--- config.mk ---
export PLATFORM = sky130hd
export DESIGN_NAME = gpr_writeback
export DESIGN_NICKNAME = d
export VERILOG_FILES = /design/src/rtl/gpr_wb_pkg.sv /design/src/rtl/gpr_wb_fifo.sv /design/src/rtl/gpr_writeback.sv
export SDC_FILE = /design/constraint.sdc
export NUM_CORES = 1
export LEC_CHECK = 0
export ABC_AREA = 1
export CAP_MARGIN = 15
export CORE_MARGIN = 2
export CORE_UTILIZATION = 50
export CTS_CLUSTER_SIZE = 28
export DETAILED_ROUTE_END_ITERATION = 16
export HOLD_SLACK_MARGIN = 0.1
export PLACE_DENSITY = 0.68
export SLEW_MARGIN = 20
export SYNTH_ARGS = -nofsm -noshare
export SYNTH_HDL_FRONTEND = slang
export SYNTH_HIERARCHICAL = 1
export SYNTH_SLANG_ARGS = --single-unit
--- constraint.sdc ---
create_clock -name CLK -period 11.2 [get_ports CLK]
set_clock_uncertainty 0.2 [all_clocks]
set_input_delay 2.8 -clock CLK [delete_from_list [all_inputs] [get_ports CLK]]
set_output_delay 2.8 -clock CLK [all_outputs]
set_load 0.01 [all_outputs]
--- src/rtl/gpr_wb_pkg.sv ---
// Shared types for the GPR writeback path: register ids, write sizes and
// the retire-bundle slot/entry layout buffered in the writeback FIFO.
package gpr_wb_pkg;

  localparam int WB_DATA_W = 32;
  localparam int WB_SLOTS  = 3;

  typedef logic [2:0] gpr_id_t;

  typedef enum logic [1:0] {
    BYTE_LO = 2'd0,
    BYTE_HI = 2'd1,
    WORD    = 2'd2,
    DWORD   = 2'd3
  } gpr_size_e;

  typedef struct packed {
    logic                 we;
    gpr_id_t              dr;
    gpr_size_e            size;
    logic [WB_DATA_W-1:0] data;
  } wb_slot_t;

  typedef struct packed {
    wb_slot_t [WB_SLOTS-1:0] slot;
  } wb_entry_t;

  function automatic logic [7:0] gpr_onehot(input gpr_id_t id, input logic en);
    return en ? (8'd1 << id) : 8'd0;
  endfunction

endpackage

--- src/rtl/gpr_wb_fifo.sv ---
// Circular buffer of retire bundles. Each entry carries a per-slot remain mask
// that the head update port clears as slots are issued.
module gpr_wb_fifo
  import gpr_wb_pkg::*;
#(
  parameter int DEPTH = 4
) (
  input  logic                               CLK,
  input  logic                               RST,
  input  logic                               push,
  input  wb_entry_t                          push_entry,
  input  logic                               pop,
  input  logic                               remain_wr,
  input  logic [2:0]                         remain_next,
  output wb_entry_t                          head_entry,
  output logic [2:0]                         head_remain,
  output logic                               full,
  output logic                               empty,
  output logic [$clog2(DEPTH):0]             count,
  output logic [DEPTH-1:0][2:0]              remain_view,
  output gpr_id_t [DEPTH-1:0][2:0]           dr_view
);

  localparam int AW = $clog2(DEPTH);

  wb_entry_t        mem_r    [DEPTH];
  logic [2:0]       remain_r [DEPTH];
  logic [AW-1:0]    wr_ptr_r;
  logic [AW-1:0]    rd_ptr_r;
  logic [AW:0]      count_r;

  // Entry payload storage; contents are only meaningful where remain is non-zero.
  always_ff @(posedge CLK) begin
    if (push) begin
      mem_r[wr_ptr_r] <= push_entry;
    end else begin
      mem_r[wr_ptr_r] <= mem_r[wr_ptr_r];
    end
  end

  // Pointers, occupancy and remain masks; a popped slot is zeroed so stale entries never reach the pending mask.
  always_ff @(posedge CLK) begin
    if (RST) begin
      wr_ptr_r <= '0;
      rd_ptr_r <= '0;
      count_r  <= '0;
      for (int i = 0; i < DEPTH; i++) begin
        remain_r[i] <= 3'b000;
      end
    end else begin
      if (push) begin
        remain_r[wr_ptr_r] <= {push_entry.slot[2].we, push_entry.slot[1].we, push_entry.slot[0].we};
        wr_ptr_r           <= wr_ptr_r + 1'b1;
      end
      if (pop) begin
        remain_r[rd_ptr_r] <= 3'b000;
        rd_ptr_r           <= rd_ptr_r + 1'b1;
      end else if (remain_wr) begin
        remain_r[rd_ptr_r] <= remain_next;
      end
      case ({push, pop})
        2'b10:   count_r <= count_r + 1'b1;
        2'b01:   count_r <= count_r - 1'b1;
        default: count_r <= count_r;
      endcase
    end
  end

  // Read-side views for the issue logic and the pending-write mask.
  always_comb begin
    head_entry  = mem_r[rd_ptr_r];
    head_remain = remain_r[rd_ptr_r];
    full        = (count_r == (AW+1)'(DEPTH));
    empty       = (count_r == '0);
    count       = count_r;
    for (int i = 0; i < DEPTH; i++) begin
      remain_view[i] = remain_r[i];
      for (int j = 0; j < 3; j++) begin
        dr_view[i][j] = mem_r[i].slot[j].dr;
      end
    end
  end

endmodule

--- src/rtl/gpr_writeback.sv ---
// Drives the three GPR register-file write ports from buffered retire bundles,
// never issuing two writes to the same GPR in one cycle.
module gpr_writeback
  import gpr_wb_pkg::*;
#(
  parameter int DEPTH  = 4,
  parameter int DATA_W = WB_DATA_W
) (
  input  logic              CLK,
  input  logic              RST,
  input  logic              in_valid,
  output logic              in_ready,
  input  logic [2:0]        in_we,
  input  logic [2:0]        in_dr0,
  input  logic [2:0]        in_dr1,
  input  logic [2:0]        in_dr2,
  input  logic [1:0]        in_size0,
  input  logic [1:0]        in_size1,
  input  logic [1:0]        in_size2,
  input  logic [DATA_W-1:0] in_data0,
  input  logic [DATA_W-1:0] in_data1,
  input  logic [DATA_W-1:0] in_data2,
  output logic [2:0]        WRGPR0,
  output logic [2:0]        WRGPR1,
  output logic [2:0]        WRGPR2,
  output logic              WE0,
  output logic              WE1,
  output logic              WE2,
  output logic [1:0]        GPRWE0,
  output logic [1:0]        GPRWE1,
  output logic [1:0]        GPRWE2,
  output logic [DATA_W-1:0] GPR_DIN0,
  output logic [DATA_W-1:0] GPR_DIN1,
  output logic [DATA_W-1:0] GPR_DIN2,
  output logic [7:0]        pending_mask,
  output logic              empty
);

  wb_entry_t                 push_entry_s;
  wb_entry_t                 head_s;
  logic [2:0]                head_remain_s;
  logic [2:0]                issue_s;
  logic [2:0]                remain_next_s;
  logic [7:0]                used_s;
  logic                      push_s;
  logic                      pop_s;
  logic                      fifo_full_s;
  logic                      fifo_empty_s;
  logic [$clog2(DEPTH):0]    fifo_count_s;
  logic [DEPTH-1:0][2:0]     remain_view_s;
  gpr_id_t [DEPTH-1:0][2:0]  dr_view_s;
  logic [7:0]                mask_s;

  logic [2:0]                we_r;
  gpr_id_t                   wrgpr_r [3];
  gpr_size_e                 size_r  [3];
  logic [DATA_W-1:0]         din_r   [3];

  // Pack the incoming bundle; bundles with no enabled slot are dropped at the handshake.
  always_comb begin
    push_entry_s.slot[0] = '{we: in_we[0], dr: in_dr0, size: gpr_size_e'(in_size0), data: in_data0};
    push_entry_s.slot[1] = '{we: in_we[1], dr: in_dr1, size: gpr_size_e'(in_size1), data: in_data1};
    push_entry_s.slot[2] = '{we: in_we[2], dr: in_dr2, size: gpr_size_e'(in_size2), data: in_data2};
    in_ready = !fifo_full_s;
    push_s   = in_valid && !fifo_full_s && (in_we != 3'b000);
  end

  gpr_wb_fifo #(.DEPTH(DEPTH)) u_fifo (
    .CLK         (CLK),
    .RST         (RST),
    .push        (push_s),
    .push_entry  (push_entry_s),
    .pop         (pop_s),
    .remain_wr   (!fifo_empty_s),
    .remain_next (remain_next_s),
    .head_entry  (head_s),
    .head_remain (head_remain_s),
    .full        (fifo_full_s),
    .empty       (fifo_empty_s),
    .count       (fifo_count_s),
    .remain_view (remain_view_s),
    .dr_view     (dr_view_s)
  );

  // In-order scan of the head entry: a slot issues only if no earlier issued slot claimed its GPR.
  always_comb begin
    issue_s = 3'b000;
    used_s  = 8'h00;
    for (int i = 0; i < 3; i++) begin
      if (!fifo_empty_s && head_remain_s[i] && head_s.slot[i].we && !used_s[head_s.slot[i].dr]) begin
        issue_s[i] = 1'b1;
        used_s     = used_s | gpr_onehot(head_s.slot[i].dr, 1'b1);
      end else begin
        issue_s[i] = 1'b0;
      end
    end
    remain_next_s = head_remain_s & ~issue_s;
    pop_s         = !fifo_empty_s && (remain_next_s == 3'b000);
  end

  // Write-port registers; idle ports keep id, size and data stable.
  always_ff @(posedge CLK) begin
    if (RST) begin
      we_r <= 3'b000;
      for (int i = 0; i < 3; i++) begin
        wrgpr_r[i] <= 3'd0;
        size_r[i]  <= BYTE_LO;
        din_r[i]   <= '0;
      end
    end else begin
      we_r <= issue_s;
      for (int i = 0; i < 3; i++) begin
        if (issue_s[i]) begin
          wrgpr_r[i] <= head_s.slot[i].dr;
          size_r[i]  <= head_s.slot[i].size;
          din_r[i]   <= head_s.slot[i].data;
        end else begin
          wrgpr_r[i] <= wrgpr_r[i];
          size_r[i]  <= size_r[i];
          din_r[i]   <= din_r[i];
        end
      end
    end
  end

  // Outstanding destinations: buffered un-issued slots plus strobes currently on the ports.
  always_comb begin
    mask_s = 8'h00;
    for (int i = 0; i < DEPTH; i++) begin
      for (int j = 0; j < 3; j++) begin
        mask_s = mask_s | gpr_onehot(dr_view_s[i][j], remain_view_s[i][j]);
      end
    end
    for (int j = 0; j < 3; j++) begin
      mask_s = mask_s | gpr_onehot(wrgpr_r[j], we_r[j]);
    end
  end

  assign pending_mask = mask_s;
  assign empty        = (fifo_count_s == '0) && (we_r == 3'b000);

  assign WE0      = we_r[0];
  assign WE1      = we_r[1];
  assign WE2      = we_r[2];
  assign WRGPR0   = wrgpr_r[0];
  assign WRGPR1   = wrgpr_r[1];
  assign WRGPR2   = wrgpr_r[2];
  assign GPRWE0   = size_r[0];
  assign GPRWE1   = size_r[1];
  assign GPRWE2   = size_r[2];
  assign GPR_DIN0 = din_r[0];
  assign GPR_DIN1 = din_r[1];
  assign GPR_DIN2 = din_r[2];

endmodule

==> impl_metrics.tcl <==
set metrics [dict create \
    required_ns 8.20 \
    setup_tns_ns 0 \
    place_congestion 0.956 \
    synth_seq_cells 591 \
    tritoncts "built" \
    final_common_cell "edfxtp_1" \
    finalCritPeriodShare_pct 51.9 \
    io-pin-count 241 \
    cts_resized 0 \
    dr.pass1.iters 6 \
    peakVddDrop_v 0.000146 \
    final_cell_mix "579 x edfxtp_1, 422 x nor2_1, 239 x clkdlybuf4s50_1" \
    synth_warnings 6 \
    antenna_found_initial 5 \
    initial_core_util_pct 50.9 \
    core_um2 47900 \
    nets 2342 \
    leakage_nw 10.6 \
    post_cts_buffers 0 \
    power_density_nw_per_um2 233 \
    max_freq_mhz 172 \
    period_needed_ns 5.82 \
    fp.dieW_um 225 \
    synth_cell_types 44 \
    drc 0 \
    grt_max_degree 130 \
    cts.sinks 591 \
    rows 80 \
    synth.cell_area_um2 24400 \
    status "completed" \
    cts.path.max_buffers 3 \
    worstPathMaxFanout 5 \
    syn2layout_area_growth_pct 17.8 \
    multiInputGateArea_um2 5140 \
    clkSlewWorstSetupHoldPaths_ns 0.06 \
    clk_latency_ns 0.60 \
    setup_violations 0 \
    max_stage_delay_ns 0.55 \
    synth_edf_count 579 \
    grt_overflow 0 \
    ff_latch_area_um2 17600 \
    syn_inst 2032 \
    critical_path_class "register to primary output" \
    crit_arrival_ns 2.82 \
    fp.dieH_um 225 \
    rsz0062_at_grt "no" \
    path_delay_family "simple AND/OR/NAND/NOR gates" \
    path_cells "nand2_1 -> inv_1 -> nand2_1 -> nand4_1 -> a2111oi_0 -> nand4_1 -> clkdlybuf4s50_1" \
    grt_first_pass_wirelength_um 86100 \
    ant_nets 0 \
    final-hold-violation-count 0 \
    cp-end-kind "primary output" \
    die_area_um2 50600 \
    drv_slew 0 \
    h-tree-depth 2 \
    drtIter0Drc 1551 \
    hpwl_um 34400 \
    maxCapViolCount 0 \
    cts_hold_buf 0 \
    seq_area_frac_synth_pct 72.3 \
    relSlewSlack_pct 25.7 \
    cp_slowest_cell "clkdlybuf4s50_1" \
    synth.avg_cell_area_um2 12.0 \
    synthArstFlopShare_pct 0 \
    cts_root_buffer "clkbuf_16" \
    worst-path-buf-inv 2 \
    routed_wl_um 56800 \
    viasPerCell 5.49 \
    regToRegSetupSlack_ns 5.85 \
    avgRoutedWirePerCell_um 19.8 \
    fin_ws_ns 5.38 \
    finalPower_w 0.00669 \
    fillCellCount 3737 \
    place_ws_ns 5.03 \
    io_buffers 240 \
    hold_path_class "register to register" \
    drive_above_1_share_pct 5.58 \
    grt_use_total_pct 22.3 \
    worst_pin_slew_ns 1.11 \
    ys.flop_type "edfxtp_1" \
    cts_buffers 57 \
    vias 15800 \
    crit_path_start_kind "register" \
    syn_nets 2159 \
    grt_pass1_vias 15472 \
]
[area by class of cell]
class | count | area share, %
Tap cell | 615 | 2.68
Antenna cell | 3 | 0.0261
Inverter | 215 | 2.87
Clock buffer | 68 | 5.26
Timing Repair Buffer | 252 | 8.68
Multi-Input combinational cell | 1098 | 17.9
Clock inverter | 35 | 1.17
Sequential cell | 591 | 61.4
[state kept, by name, indices dropped and copies added (netlist names), named ones only]
signal / cells
u_fifo/remain_r: 12
u_fifo/rd_ptr_r: 2
u_fifo/mem_r: 456
u_fifo/count: 3
we_r: 3
size_r: 6
wrgpr_r: 9
din_r: 96
u_fifo/wr_ptr_r: 2
[routing by layer]
metal  vias to the layer above  part of all wire (%)  global-route usage (%)
met5                         -                 0.040                       0
met4                         4                   2.6                    7.65
met3                        92                   6.9                    4.13
met2                       547                    49                    36.9
met1                      7696                    42                    29.9
li1                       7461                     -                       -
[power breakdown]
| group | total [W] | internal, W | switching, W |
|---|---|---|---|
| combinational | 0.00182 | 0.000659 | 0.00117 |
| sequential | 0.00297 | 0.00282 | 0.000151 |
| clock | 0.00189 | 0.00110 | 0.000797 |
[stage by stage]
step | instance area (µm²) | hold slack (ns) | util [%] | cells
2_1_floorplan | 24400 | 0.268 | - | 2032
4_1_cts | 28700 | 0.316 | 59.9 | 2874
3_3_place_gp | 26900 | 0.289 | 56.0 | 2771
3_5_place_dp | 26900 | 0.295 | 56.0 | 2771
6_report | 28700 | 0.316 | 59.9 | 2877
5_1_grt | 28700 | 0.368 | 59.9 | 2877
[path summary, 6_finish.rpt]
kind,start,endpoint,depth (start not counted)
worst min register to register,u_fifo/count[0],u_fifo/count[0],1
worst max-delay path,wrgpr_r[0][1],pending_mask[3],7
worst max register to register,register,u_fifo/count[2],20
worst min-delay path,u_fifo/count[0],u_fifo/count[0],1
[cells in the mapped netlist (2+ instances only)]
master     count  area [µm²]
ha_1           9         113
nor3_1         7        35.0
nor2_1       422        1580
edfxtp_1     579       17400
clkbuf_1      50         188
a2111oi_0      2        17.5
buf_2         11        55.1
nor2_4         3        33.8
buf_6         20         225
o211ai_1       2        15.0
inv_1        210         788
nand4_1       28         175
buf_4         39         293
nand3_1       43         215
dfxtp_1       12         240
o21ai_1       46         230
o21ai_0      196         981
nor4_1         2        12.5
a31oi_1        2        12.5
inv_2          3        11.3
nand2_2        3        18.8
buf_1          6        22.5
a21oi_2        2        17.5
nand3_2        3        30.0
nand2_1      166         623
a21oi_1       25         125
o22ai_1      124         776
[cells by family (layout without fill, tap and decap cells)]
kind of cell	Yosys count	in the layout	synth area share [%]
buf+inv	343	570	6.65
fa+ha+maj	10	10	0.544
other cells	0	3	0
compound gates	408	408	9.24
simple gates	680	680	11.3
flops	591	591	72.3
Power figures use the tool's default switching activity.
